### config.mk
export PLATFORM = sky130hd
export DESIGN_NAME = tag_packer_flat
export DESIGN_NICKNAME = d
export VERILOG_FILES = /design/src/rtl/tag_packer_pkg.sv /design/src/rtl/tag_packer_if.sv /design/src/rtl/tag_packer_fifo.sv /design/src/rtl/tag_packer.sv /design/src/flat_wrapper.sv
export SDC_FILE = /design/constraint.sdc
export NUM_CORES = 1
export LEC_CHECK = 0
export CORE_ASPECT_RATIO = 0.7
export CORE_UTILIZATION = 40
export CTS_BUF_LIST = sky130_fd_sc_hd__clkbuf_4 sky130_fd_sc_hd__clkbuf_8
export CTS_CLUSTER_SIZE = 25
export DETAILED_ROUTE_END_ITERATION = 7
export GPL_TIMING_DRIVEN = 1
export SKIP_CTS_REPAIR_TIMING = 1
export SLEW_MARGIN = 40
export SYNTH_ARGS = -nofsm -noshare
export SYNTH_HDL_FRONTEND = slang
export SYNTH_SLANG_ARGS = --single-unit
### constraint.sdc
create_clock -name clk_i -period 13.3 [get_ports clk_i]
set_clock_uncertainty 0.1 [all_clocks]
set_input_delay 1.995 -clock clk_i [delete_from_list [all_inputs] [get_ports clk_i]]
set_output_delay 1.995 -clock clk_i [all_outputs]
set_load 0.05 [all_outputs]
### src/rtl/tag_packer_pkg.sv
// Shared types and constants for the tag packer.
//   REC_BYTES   bytes per serialised record (header + 5 timestamp bytes)
//   TIME_W      timestamp width
//   CHAN_W      channel width
//   HDR_OVF_BIT header bit that marks "events were lost before this record"
//   tag_rec_t   one FIFO entry: overflow flag, channel, timestamp (45 bits)
//   send_state_t send FSM state, also exported for debug
package tag_pkg;

  localparam int REC_BYTES   = 6;
  localparam int TIME_W      = 40;
  localparam int CHAN_W      = 4;
  localparam int HDR_OVF_BIT = 7;
  localparam int REC_W       = REC_BYTES * 8;
  localparam int FIFO_W      = 1 + CHAN_W + TIME_W;

  typedef struct packed {
    logic              ovf;
    logic [CHAN_W-1:0] chan;
    logic [TIME_W-1:0] tstamp;
  } tag_rec_t;

  typedef enum logic {
    ST_IDLE = 1'b0,
    ST_SEND = 1'b1
  } send_state_t;

  // Header byte is {ovf, 3'b000, chan}; timestamp follows MSB first.
  function automatic logic [REC_W-1:0] pack_record(input tag_rec_t r);
    logic [7:0] hdr;
    hdr              = '0;
    hdr[HDR_OVF_BIT] = r.ovf;
    hdr[CHAN_W-1:0]  = r.chan;
    return {hdr, r.tstamp};
  endfunction

endpackage

### src/rtl/tag_packer_if.sv
// Bus bundle of the tag packer: tagger-side ingress, lost-event status and
// the output-mux byte handshake.
//   slave  : view of the packer (inputs *_i, outputs *_o)
//   master : view of the environment driving the packer
//
// Output-mux handshake: omux_req_o acts as "valid" and omux_sel_i as "ready".
// While omux_req_o=1 the byte on omux_data_o is held stable; a byte is
// consumed on every cycle where omux_req_o and omux_sel_i are both 1, and the
// next byte appears in the following cycle. omux_req_o stays high for all six
// bytes of a record and drops for at least one cycle between records.
// omux_sel_i is ignored while omux_req_o=0.
interface tag_packer_if
  import tag_pkg::*;
#(
  parameter int LOST_W = 16
) ();

  logic              enable_i;
  logic              tag_valid_i;
  logic [CHAN_W-1:0] tag_chan_i;
  logic [TIME_W-1:0] tag_time_i;
  logic              lost_clr_i;
  logic [LOST_W-1:0] lost_count_o;
  logic              fifo_full_o;
  logic              omux_req_o;
  logic              omux_sel_i;
  logic [7:0]        omux_data_o;

  modport slave (
    input  enable_i, tag_valid_i, tag_chan_i, tag_time_i, lost_clr_i, omux_sel_i,
    output lost_count_o, fifo_full_o, omux_req_o, omux_data_o
  );

  modport master (
    output enable_i, tag_valid_i, tag_chan_i, tag_time_i, lost_clr_i, omux_sel_i,
    input  lost_count_o, fifo_full_o, omux_req_o, omux_data_o
  );

endinterface

### src/rtl/tag_packer_fifo.sv
// Synchronous FIFO with registered full/empty flags and show-ahead read:
// rd_data_o always presents the oldest entry, rd_en_i retires it.
//   clk_i, nreset_i   clock, async active-low reset
//   wr_en_i/wr_data_i write port (ignored when full)
//   rd_en_i/rd_data_o read port (ignored when empty)
//   full_o, empty_o   level after the last clock edge
module tag_fifo #(
  parameter int WIDTH = 45,
  parameter int DEPTH = 16
) (
  input  logic             clk_i,
  input  logic             nreset_i,
  input  logic             wr_en_i,
  input  logic [WIDTH-1:0] wr_data_i,
  input  logic             rd_en_i,
  output logic [WIDTH-1:0] rd_data_o,
  output logic             full_o,
  output logic             empty_o
);

  localparam int AW = $clog2(DEPTH);
  localparam logic [AW-1:0] PTR_ONE  = AW'(1);
  localparam logic [AW:0]   CNT_ONE  = (AW + 1)'(1);
  localparam logic [AW:0]   FULL_LVL = (AW + 1)'(DEPTH);

  logic [WIDTH-1:0] mem_q [DEPTH];
  logic [AW-1:0]    wr_ptr_q, rd_ptr_q;
  logic [AW:0]      count_q, count_d;
  logic             full_q, empty_q;
  logic             wr_ok, rd_ok;

  // Full is registered, so a write against a full FIFO is dropped even when
  // a pop happens in the same cycle.
  assign wr_ok = wr_en_i & ~full_q;
  assign rd_ok = rd_en_i & ~empty_q;

  always_comb begin
    count_d = count_q;
    if (wr_ok && !rd_ok) begin
      count_d = count_q + CNT_ONE;
    end else if (!wr_ok && rd_ok) begin
      count_d = count_q - CNT_ONE;
    end
  end

  always_ff @(posedge clk_i or negedge nreset_i) begin
    if (!nreset_i) begin
      wr_ptr_q <= '0;
      rd_ptr_q <= '0;
      count_q  <= '0;
      full_q   <= 1'b0;
      empty_q  <= 1'b1;
    end else begin
      if (wr_ok) wr_ptr_q <= wr_ptr_q + PTR_ONE;
      if (rd_ok) rd_ptr_q <= rd_ptr_q + PTR_ONE;
      count_q <= count_d;
      full_q  <= (count_d == FULL_LVL);
      empty_q <= (count_d == '0);
    end
  end

  // Storage needs no reset; the flags guard against reading stale entries.
  always_ff @(posedge clk_i) begin
    if (wr_ok) mem_q[wr_ptr_q] <= wr_data_i;
  end

  assign rd_data_o = mem_q[rd_ptr_q];
  assign full_o    = full_q;
  assign empty_o   = empty_q;

endmodule

### src/rtl/tag_packer.sv
// Packs tagger events into 6-byte records, buffers them and serialises them
// byte by byte to an output-mux slot.
//   clk_i        system clock
//   nreset_i     async active-low reset
//   bus_io       tag ingress, lost-event status and output-mux handshake
//   dbg_state_o  current send FSM state
module tag_packer
  import tag_pkg::*;
#(
  parameter int FIFO_DEPTH = 16,
  parameter int LOST_W     = 16
) (
  input  logic         clk_i,
  input  logic         nreset_i,
  tag_packer_if.slave  bus_io,
  output send_state_t  dbg_state_o
);

  localparam logic [LOST_W-1:0] LOST_ONE  = LOST_W'(1);
  localparam logic [LOST_W-1:0] LOST_MAX  = '1;
  localparam logic [2:0]        CNT_ONE   = 3'd1;
  localparam logic [2:0]        LAST_BYTE = 3'(REC_BYTES - 1);

  // ---------------- ingress and lost-event accounting ----------------
  logic              fifo_full, fifo_empty, pop;
  logic              accept, drop;
  logic              ovf_pend_q, ovf_pend_d;
  logic [LOST_W-1:0] lost_q, lost_d;
  tag_rec_t          wr_rec, rd_rec;
  logic [FIFO_W-1:0] fifo_rd_data;

  assign accept = bus_io.enable_i & bus_io.tag_valid_i & ~fifo_full;
  assign drop   = bus_io.enable_i & bus_io.tag_valid_i &  fifo_full;

  assign wr_rec.ovf    = ovf_pend_q;
  assign wr_rec.chan   = bus_io.tag_chan_i;
  assign wr_rec.tstamp = bus_io.tag_time_i;

  always_comb begin
    ovf_pend_d = ovf_pend_q;
    if (drop) begin
      ovf_pend_d = 1'b1;
    end else if (accept) begin
      ovf_pend_d = 1'b0;
    end
  end

  // A clear that coincides with a drop still counts that drop.
  always_comb begin
    lost_d = lost_q;
    if (bus_io.lost_clr_i) begin
      lost_d = drop ? LOST_ONE : '0;
    end else if (drop && (lost_q != LOST_MAX)) begin
      lost_d = lost_q + LOST_ONE;
    end
  end

  always_ff @(posedge clk_i or negedge nreset_i) begin
    if (!nreset_i) begin
      ovf_pend_q <= 1'b0;
      lost_q     <= '0;
    end else begin
      ovf_pend_q <= ovf_pend_d;
      lost_q     <= lost_d;
    end
  end

  tag_fifo #(
    .WIDTH (FIFO_W),
    .DEPTH (FIFO_DEPTH)
  ) u_fifo (
    .clk_i     (clk_i),
    .nreset_i  (nreset_i),
    .wr_en_i   (accept),
    .wr_data_i (wr_rec),
    .rd_en_i   (pop),
    .rd_data_o (fifo_rd_data),
    .full_o    (fifo_full),
    .empty_o   (fifo_empty)
  );

  assign rd_rec = tag_rec_t'(fifo_rd_data);

  // ---------------- send FSM and shift register ----------------
  send_state_t      state_q, state_d;
  logic [REC_W-1:0] shreg_q, shreg_d;
  logic [2:0]       byte_cnt_q, byte_cnt_d;

  // The IDLE cycle spent loading the next record is what guarantees the
  // one-cycle request gap between records.
  always_comb begin
    state_d    = state_q;
    shreg_d    = shreg_q;
    byte_cnt_d = byte_cnt_q;
    pop        = 1'b0;
    case (state_q)
      ST_IDLE: begin
        if (!fifo_empty) begin
          pop        = 1'b1;
          shreg_d    = pack_record(rd_rec);
          byte_cnt_d = '0;
          state_d    = ST_SEND;
        end
      end
      ST_SEND: begin
        if (bus_io.omux_sel_i) begin
          shreg_d    = {shreg_q[REC_W-9:0], 8'h00};
          byte_cnt_d = byte_cnt_q + CNT_ONE;
          if (byte_cnt_q == LAST_BYTE) state_d = ST_IDLE;
        end
      end
      default: state_d = ST_IDLE;
    endcase
  end

  always_ff @(posedge clk_i or negedge nreset_i) begin
    if (!nreset_i) begin
      state_q    <= ST_IDLE;
      shreg_q    <= '0;
      byte_cnt_q <= '0;
    end else begin
      state_q    <= state_d;
      shreg_q    <= shreg_d;
      byte_cnt_q <= byte_cnt_d;
    end
  end

  assign bus_io.omux_req_o   = (state_q == ST_SEND);
  assign bus_io.omux_data_o  = (state_q == ST_SEND) ? shreg_q[REC_W-1 -: 8] : 8'h00;
  assign bus_io.lost_count_o = lost_q;
  assign bus_io.fifo_full_o  = fifo_full;
  assign dbg_state_o         = state_q;

endmodule
### src/flat_wrapper.sv
// flat-port wrapper written by rule: the top's interface ports become plain ports
module tag_packer_flat import tag_pkg::*;
#(
  parameter int FIFO_DEPTH = 16,
  parameter int LOST_W     = 16
)
  (clk_i, nreset_i, dbg_state_o, bus_io_enable_i, bus_io_tag_valid_i, bus_io_tag_chan_i, bus_io_tag_time_i, bus_io_lost_clr_i, bus_io_omux_sel_i, bus_io_lost_count_o, bus_io_fifo_full_o, bus_io_omux_req_o, bus_io_omux_data_o);
  tag_packer_if #(.LOST_W(LOST_W)) bus_io_i ();
  input  logic clk_i;
  input  logic nreset_i;
  output send_state_t dbg_state_o;
  input wire logic [$bits(bus_io_i.enable_i)-1:0] bus_io_enable_i;
  input wire logic [$bits(bus_io_i.tag_valid_i)-1:0] bus_io_tag_valid_i;
  input wire logic [$bits(bus_io_i.tag_chan_i)-1:0] bus_io_tag_chan_i;
  input wire logic [$bits(bus_io_i.tag_time_i)-1:0] bus_io_tag_time_i;
  input wire logic [$bits(bus_io_i.lost_clr_i)-1:0] bus_io_lost_clr_i;
  input wire logic [$bits(bus_io_i.omux_sel_i)-1:0] bus_io_omux_sel_i;
  output wire logic [$bits(bus_io_i.lost_count_o)-1:0] bus_io_lost_count_o;
  output wire logic [$bits(bus_io_i.fifo_full_o)-1:0] bus_io_fifo_full_o;
  output wire logic [$bits(bus_io_i.omux_req_o)-1:0] bus_io_omux_req_o;
  output wire logic [$bits(bus_io_i.omux_data_o)-1:0] bus_io_omux_data_o;
  assign bus_io_i.enable_i = bus_io_enable_i;
  assign bus_io_i.tag_valid_i = bus_io_tag_valid_i;
  assign bus_io_i.tag_chan_i = bus_io_tag_chan_i;
  assign bus_io_i.tag_time_i = bus_io_tag_time_i;
  assign bus_io_i.lost_clr_i = bus_io_lost_clr_i;
  assign bus_io_i.omux_sel_i = bus_io_omux_sel_i;
  assign bus_io_lost_count_o = bus_io_i.lost_count_o;
  assign bus_io_fifo_full_o = bus_io_i.fifo_full_o;
  assign bus_io_omux_req_o = bus_io_i.omux_req_o;
  assign bus_io_omux_data_o = bus_io_i.omux_data_o;
  tag_packer #(.FIFO_DEPTH(FIFO_DEPTH), .LOST_W(LOST_W)) u_core (.clk_i(clk_i), .nreset_i(nreset_i), .bus_io(bus_io_i), .dbg_state_o(dbg_state_o));
endmodule
==> results of run 1 <==
==> cells in the mapped netlist, types with 37 or more instances <==
cell	instances
a221oi_1	38
nand3_1	43
o221ai_1	37
o2111ai_1	37
a22oi_1	43
mux4_2	106
a21o_1	37
dfrtp_1	83
clkbuf_1	58
mux2i_1	153
edfxtp_1	720
nand2_1	67
==> worst min-delay path, delay by kind of cell (launching register included) <==
family / cells / cell delay (ns)
and+or+nand+nor: 2 / 0.12
DFF: 1 / 0.34
==> per-stage QoR <==
step | hold slack (ns) | utilization (%)
floorplan | 0.350 | -
global placement | 0.385 | 43.4
detailed placement | 0.386 | 43.5
CTS | 0.403 | 46.7
global route | 0.434 | 46.8
finish | 0.401 | 46.8
==> routing by layer <==
metal	vias up	part of all wire, %
li1	7180	-
met1	8840	46
met2	695	44
met3	118	8.6
met4	2	2.0
met5	-	0.017
==> final cells by class <==
type | instances | area share (%)
tap | 1044 | 3.61
clock buffer | 167 | 5.73
multi-input combinational | 753 | 20.6
antenna | 2 | 0.0138
sequential | 804 | 65.6
clock inverter | 48 | 1.09
inverter | 8 | 0.0829
timing repair buffer | 120 | 3.35
==> sequential cells by signal, indices dropped and copies added (netlist names) <==
register	count
u_core.bus_io.lost_count_o	16
u_core.bus_io.omux_req_o	1
u_core.byte_cnt_q	3
u_core.ovf_pend_q	1
u_core.shreg_q	48
u_core.u_fifo.count_q	5
u_core.u_fifo.empty_o	1
u_core.u_fifo.full_o	1
u_core.u_fifo.mem_q	720
u_core.u_fifo.rd_ptr_q	4
u_core.u_fifo.wr_ptr_q	4
==> report_power, final <==
| group | internal (W) | switching, W | total, W |
|---|---|---|---|
| clock | 0.00112 | 0.000945 | 0.00206 |
| combinational | 0.000674 | 0.000945 | 0.00162 |
| sequential | 0.00295 | 0.000185 | 0.00314 |
==> cell families after synthesis <==
family          count (synthesis)  synth area share (%)
fa+ha+maj                      10                 0.397
simple gates                  214                  3.44
xor+xnor                       11                 0.306
mux                           269                  12.8
buf+inv                       114                  1.62
compound gates                249                  6.20
flops                         804                  75.2
==> worst max-delay path by stage <==
stage / startpoint / depth (start not counted) / end / slack [ns]
2_1_floorplan: bus_io_tag_valid_i / 4 / u_core.u_fifo.mem_q[3][0]$_DFFE_PP_ / 6.94
3_3_place_gp: bus_io_tag_valid_i / 5 / u_core.u_fifo.mem_q[12][38]$_DFFE_PP_ / 7.81
6_report: u_core.bus_io.omux_req_o$_DFF_PN0_ / 2 / bus_io_omux_data_o[0] / 8.69
5_1_grt: u_core.bus_io.omux_req_o$_DFF_PN0_ / 2 / bus_io_omux_data_o[0] / 8.56
4_1_cts: u_core.bus_io.omux_req_o$_DFF_PN0_ / 2 / bus_io_omux_data_o[0] / 8.59
3_5_place_dp: bus_io_tag_valid_i / 5 / u_core.u_fifo.mem_q[11][0]$_DFFE_PP_ / 7.91
==> results.toml, run 1 <==
[outcome]
status = "finished clean"

[synthesis]
synth-edff-count = 720
async_flop_share_pct = 10.4
ys.flop_type = "edfxtp_1"
synth_area_leader_cell = "edfxtp_1"
syn-cell-area_um2 = 31500
syn_inst = 1671
yosysSeqAreaShare_pct = 75.2
synth_warnings = 0
synth.net_count = 1731
synth.avg_cell_area_um2 = 18.9
yosysUniqueCellTypes = 58
ys_top_cells_by_area = "edfxtp_1 (69%), mux4_2 (7.6%), dfrtp_1 (6.6%)"
yosysTopAreaCellShare_pct = 68.6
ys_ff_latch = 804

[clock_network]
clk_pin_slew_worst_paths_ns = 0.07
cts_tree = "yes"
clkLatencyLatePin_ns = 0.74
cts-buffers-inserted = 113
cts_htree_levels = 3
cts-root-buf = "clkbuf_8"
cts_buffer_depth = 3
cts.sinks = 804

[placement]
hpwl_um = 43900
dp_cells = 2726
io_buffers = 76
dp_slack_ns = 7.91
place_area_um2 = 33700
place_congestion = 0.791

[power_and_ir_drop]
p_leak_nw = 12.2
ir_drop_v = 0.000106
power_w = 0.00682
p_per_area_nw_per_um2 = 188

[drt]
wire_per_inst_um = 26.7
final_antenna_net_count = 0
drt_iter0_markers = 1670
firstDrtPassIters = 5
wl_um = 78600
vias_per_cell = 5.71
num_vias = 16835
drc_errors = 0

[timing]
slew_headroom_pct = 42.9
min_period_over_period_pct = 34.7
rsz0062_at_grt = "false"
setup_tns_ns = 0
finalSetupViolations = 0
tightest_slew_ns = 0.856
min_period_ns = 4.61
setup_slack_ns = 8.69
hold_violations = 0
final_max_slew_viol_count = 0
fmax_ghz = 0.217

[die]
die_height_um = 237
ios = 77
rows = 85
die_x_um = 338
core_area_um2 = 77400
dieArea_um2 = 80000
initial_utilization_pct = 40.7

[worst_setup_path]
worst-r2r-cell-count = 6
arrival_ns = 2.52
crit_path_end_kind = "primary output"
required_ns = 11.20
critPathLaunchType = "flop"
r2r_slack_ns = 10.02
critPathTopFamily = "buffers and inverters"
cp_num_buf_inv = 1
path_cells = "and2_1, clkdlybuf4s50_1"
slowest_stage = "clkdlybuf4s50_1"
critPathKind = "reg -> out"
r2r-start = "u_core.u_fifo.rd_ptr_q[1]$_DFFE_PN0P_"
r2r-end = "u_core.shreg_q[11]$_DFFE_PN0P_"
path_max_fanout = 30
cpPeakStageDelay_ns = 0.81

[job]
drv_cap = 0

[final_layout]
instances_no_fill = 2946
area_growth_pct = 14.8
drive_gt1_share_pct = 20.8
nNetsFinal = 1860
regArea_um2 = 23700
final_cell_mix = "edfxtp_1 (720), mux2i_1 (153), clkbuf_8 (131)"
stdcell_area_um2 = 36200
final_common_cell = "edfxtp_1"
fillCellCount = 6575
multi_input_area_um2 = 7450

[global_routing]
grt_usage_pct = 19.9
antenna_found_initial = 4
grt_pass1_wl_um = 115000
grt_use_met1_pct = 29.6
grtUsageMet2_pct = 28.9
grt-ovfl-total = 0
grt_pass1_vias = 16911
grt_max_degree = 77
grt.busiest_layer = "met1"
grt_util_met3_pct = 5.17

[min_path]
whs_path_depth = 2
hold_start = "u_core.shreg_q[27]$_DFFE_PN0P_"
hold_path.class = "reg -> reg"
whs_endpoint = "u_core.shreg_q[27]$_DFFE_PN0P_"
Note: power is estimated with default switching activity, not from simulation.
==> run 2, diff against run 1 <==
clock period = 4.7 ns   (was 13.3 ns; I/O delays follow)
==> run 2 against run 1 <==
Final cell count increased by 0.75%. Critical path type unchanged. Largest cell class unchanged. First-iteration DRC count decreased by 4.4%. Worst setup slack got worse by 7.4 ns. Combinational power increased to 2.9 times the previous value. Utilization increased by 0.24 points.
==> results.toml, run 2 (synthesis gave the netlist of run 1 again) <==
[job]
drv_cap = 0

[die]
dieArea_um2 = 80000
die_height_um = 237
rows = 85
die_x_um = 338
core_area_um2 = 77400
ios = 77
initial_utilization_pct = 40.7

[timing]
setup_tns_ns = 0
slew_headroom_pct = 42.7
finalSetupViolations = 0
fmax_ghz = 0.289
hold_slack_ns = 0.399
rsz0062_at_grt = "false"
tightest_slew_ns = 0.859
min_period_over_period_pct = 73.6
hold_violations = 0
final_max_slew_viol_count = 0
min_period_ns = 3.46
setup_slack_ns = 1.24

[worst_setup_path]
cp_num_buf_inv = 1
required_ns = 3.89
critPathLaunchType = "flop"
r2r-start = "u_core.u_fifo.rd_ptr_q[3]$_DFFE_PN0P_"
worst-r2r-cell-count = 5
crit_start = "u_core.bus_io.omux_req_o$_DFF_PN0_"
path_max_fanout = 34
critPathKind = "reg -> out"
slowest_stage = "clkdlybuf4s50_1"
r2r-end = "u_core.shreg_q[39]$_DFFE_PN0P_"
path_cells = "and2_1, clkdlybuf4s50_1"
cpPeakStageDelay_ns = 0.82
arrival_ns = 2.66
critPathTopFamily = "buffers and inverters"
r2r_slack_ns = 2.04
crit_path_end_kind = "primary output"

[placement]
dp_slack_ns = 1.28
dp_cells = 2744
io_buffers = 76
place_congestion = 0.816
hpwl_um = 46400

[clock_network]
cts_tree = "yes"
cts_buffer_depth = 3
cts-root-buf = "clkbuf_8"
clk_pin_slew_worst_paths_ns = 0.07
cts.sinks = 804
cts_htree_levels = 3
cts-buffers-inserted = 116
clkLatencyLatePin_ns = 0.75

[min_path]
hold_start = "u_core.shreg_q[8]$_DFFE_PN0P_"
whs_endpoint = "u_core.shreg_q[8]$_DFFE_PN0P_"
hold_path.class = "reg -> reg"
whs_path_depth = 2

[final_layout]
final_cell_mix = "edfxtp_1 (720), mux2i_1 (153), clkbuf_8 (138)"
final_common_cell = "edfxtp_1"
instances_no_fill = 2968
drive_gt1_share_pct = 21.9
area_growth_pct = 15.4
nNetsFinal = 1880
largest_register_ffs = 720
regMostFlops = "u_core.u_fifo.mem_q"

[global_routing]
grt_usage_pct = 19.7
grt_max_degree = 66
antenna_found_initial = 2
grt_pass1_vias = 16973
grt-ovfl-total = 0
grt_pass1_wl_um = 115000

[drt]
num_vias = 16805
drc_errors = 0
wire_per_inst_um = 26.3
wl_um = 78000
drt_iter0_markers = 1597
vias_per_cell = 5.66
firstDrtPassIters = 5
final_antenna_net_count = 0

[power_and_ir_drop]
p_leak_nw = 12.3
ir_drop_v = 0.000356
p_per_area_nw_per_um2 = 534

[outcome]
status = "finished clean"
run 2: cell count changes in the layout (fill, tap and decap cells not counted), moves of 2 or more:
cell	previous run	this run
buf_8	3	1
clkinv_2	17	13
clkbuf_4	36	49
nor3_2	5	1
buf_6	4	1
buf_16	3	0
nor3_4	0	4
clkinv_1	20	14
clkbuf_8	131	138
buf_4	33	49
bufinv_16	6	2
buf_12	1	10
run 2: worst max path at each step:
stage                                           endpoint  slack [ns]  cells after the start
floorplan            u_core.u_fifo.mem_q[7][0]$_DFFE_PP_        0.83                      4
global placement    u_core.u_fifo.mem_q[5][32]$_DFFE_PP_        1.35                      5
detailed placement  u_core.u_fifo.mem_q[5][33]$_DFFE_PP_        1.28                      5
CTS                                bus_io_omux_data_o[0]        1.14                      2
global route                       bus_io_omux_data_o[0]        1.08                      2
finish                             bus_io_omux_data_o[0]        1.24                      2
run 2: layout make-up:
| cell class | count | area (µm²) |
|---|---|---|
| antenna | 1 | 2.50 |
| fill | 6532 | 41000 |
| tap | 1044 | 1310 |
| inverter | 8 | 30.0 |
| timing repair buffer | 137 | 1360 |
| sequential | 804 | 23700 |
| clock inverter | 34 | 221 |
| clock buffer | 187 | 2270 |
| multi-input combinational | 753 | 7470 |
run 2: per-layer routing:
metal  part of all wire [%]  vias to the layer above  GRT usage (%)
met5                 0.0090                        -              0
met2                     44                      690           28.5
met3                    9.0                      108           6.06
met4                    1.7                        2           4.65
li1                       -                     7223              -
met1                     45                     8782           29.1
run 2: report_power, final:
group | switching [W] | total [W] | internal [W]
combinational | 0.00273 | 0.00472 | 0.00199
sequential | 0.000548 | 0.00890 | 0.00835
clock | 0.00265 | 0.00582 | 0.00317
total | 0.00593 | 0.0194 | 0.0135
run 2: per-stage QoR:
step                      power, W  util (%)  instance area (µm²)
final                       0.0194      47.0                36400
after global routing        0.0202      47.0                36400
after CTS                   0.0196      47.0                36400
after detailed placement    0.0137      43.7                33900
after global placement      0.0137      43.7                33800
after floorplan             0.0120         -                31600
run 2: worst reg2reg max path: stages, from the launching register on:
cell      delay [ns]
dfrtp_2         0.73
and2_2          0.70
buf_4           0.42
a221oi_1        0.20
o221ai_1        0.26
nand3_1         0.10
==> run 3, diff against run 2 <==
clock period = 3.03 ns   (was 4.7 ns; I/O delays follow)
==> run 3 against run 2 <==
Utilization grew 0.66 points. Die area is the same. Global-route usage grew 1.2 points. Sequential cell count is the same. Final cell count grew 0.81%. Non-clock buffer count grew 27. Critical path type unchanged. Largest cell class unchanged. Worst setup slack lost 1.1 ns. Critical path depth is the same. Via count grew 2.5%. Clock-buffer cell count shrank 10. Wire length grew 6.0%.
==> results.toml, run 3 (synthesis gave the netlist of run 1 again) <==
[global_routing]
grt_pass1_wl_um = 119000
grt_pass1_vias = 16905
grt_usage_pct = 20.9
grt_max_degree = 53
grt-ovfl-total = 0
antenna_found_initial = 2

[worst_setup_path]
worst-r2r-cell-count = 7
critPathKind = "reg -> out"
required_ns = 2.48
r2r_slack_ns = 0.56
path_cells = "and2_1, clkdlybuf4s50_1"
r2r-start = "u_core.u_fifo.rd_ptr_q[0]$_DFFE_PN0P_"
cp_num_buf_inv = 1
critPathLaunchType = "flop"
cpPeakStageDelay_ns = 0.81
path_max_fanout = 25
arrival_ns = 2.37
slowest_stage = "clkdlybuf4s50_1"
crit_path_end_kind = "primary output"
r2r-end = "u_core.shreg_q[13]$_DFFE_PN0P_"
critPathTopFamily = "buffers and inverters"

[die]
die_x_um = 338
rows = 85
initial_utilization_pct = 40.7
dieArea_um2 = 80000
die_height_um = 237
ios = 77
core_area_um2 = 77400

[power_and_ir_drop]
p_comb_share_pct = 25.4
p_clk_share_pct = 29.8
power.switching_w = 0.00947
power_w = 0.0308
ir_drop_v = 0.000458
p_seq_share_pct = 44.8
sw_frac_of_total_pct = 30.7
p_int_w = 0.0214
p_per_area_nw_per_um2 = 835
p_leak_nw = 12.5

[clock_network]
cts_htree_levels = 3
cts.sinks = 804
cts-root-buf = "clkbuf_8"
clk_pin_slew_worst_paths_ns = 0.07
clkLatencyLatePin_ns = 0.75
cts_tree = "yes"
cts-buffers-inserted = 115
cts_buffer_depth = 3

[drt]
vias_per_cell = 5.76
final_antenna_net_count = 0
wire_per_inst_um = 27.6
firstDrtPassIters = 5
drt_iter0_markers = 1916
wl_um = 82700
num_vias = 17229
drc_errors = 0

[final_layout]
drive_gt1_share_pct = 22.7
nNetsFinal = 1906
stdcell_area_um2 = 36900
largest_register_ffs = 720
final_common_cell = "edfxtp_1"
area_growth_pct = 17.0
regMostFlops = "u_core.u_fifo.mem_q"
instances_no_fill = 2992
final_cell_mix = "edfxtp_1 (720), mux2i_1 (153), clkbuf_8 (133)"

[timing]
rsz0062_at_grt = "false"
min_period_over_period_pct = 96.5
fmax_ghz = 0.342
tightest_slew_ns = 0.801
setup_slack_ns = 0.108
slew_headroom_pct = 46.4
finalSetupViolations = 0
final_max_slew_viol_count = 0
hold_violations = 0
min_period_ns = 2.92

[outcome]
status = "finished clean"

[placement]
io_buffers = 76
place_congestion = 0.841
dp_slack_ns = 0.142
hpwl_um = 50000
dp_cells = 2772
place_area_um2 = 34400

[min_path]
hold_start = "bus_io_tag_chan_i[1]"
hold_path.class = "in -> reg"
whs_endpoint = "u_core.u_fifo.mem_q[12][41]$_DFFE_PP_"
whs_path_depth = 1

[job]
drv_cap = 0
## run 3: cell type report
cell class                 instances  area (µm²)
antenna                            1        2.50
clock buffer                     177        2160
clock inverter                    41         352
fill                            6536       40500
inverter                           8        30.0
multi-input combinational        753        7470
sequential                       804       23700
tap                             1044        1310
timing repair buffer             164        1840
## run 3: through the flow
stage	hold slack, ns	setup TNS (ns)	util, %
2_1_floorplan	0.0589	0	-
3_3_place_gp	0.378	0	44.4
3_5_place_dp	0.377	0	44.4
4_1_cts	-0.424	-0.168	47.7
5_1_grt	0.0640	0	47.7
6_report	0.114	0	47.7
## run 3: metal layers
layer | part of all wire (%) | GRT usage, % | routed length, µm | vias up
li1 | - | - | - | 7284
met2 | 43 | 29.2 | 35200 | 820
met3 | 11 | 6.64 | 8760 | 118
met1 | 45 | 31.7 | 37300 | 9005
met5 | 0.015 | 0 | 12 | -
met4 | 1.7 | 4.43 | 1380 | 2
## run 3: worst max path at each step
| stage | endpoint | depth (start not counted) | slack [ns] | startpoint |
|---|---|---|---|---|
| after floorplan | u_core.u_fifo.mem_q[7][0]$_DFFE_PP_ | 4 | 0.07 | u_core.u_fifo.full_o$_DFF_PN0_ |
| after global placement | u_core.u_fifo.mem_q[5][29]$_DFFE_PP_ | 5 | 0.13 | bus_io_tag_valid_i |
| after detailed placement | u_core.u_fifo.mem_q[5][29]$_DFFE_PP_ | 5 | 0.14 | bus_io_enable_i |
| after CTS | bus_io_omux_data_o[0] | 2 | -0.08 | u_core.bus_io.omux_req_o$_DFF_PN0_ |
| after global routing | bus_io_omux_data_o[7] | 2 | 0.009 | u_core.bus_io.omux_req_o$_DFF_PN0_ |
| final | bus_io_omux_data_o[0] | 2 | 0.11 | u_core.bus_io.omux_req_o$_DFF_PN0_ |
## run 3: power by group through the flow
stage | Sequential [W] | Clock, W | Combinational, W
global placement | 0.0140 | 0 | 0.00774
detailed placement | 0.0140 | 0 | 0.00781
global route | 0.0139 | 0.00983 | 0.00834
finish | 0.0138 | 0.00920 | 0.00782
floorplan | 0.0134 | 0 | 0.00523
CTS | 0.0138 | 0.00937 | 0.00785
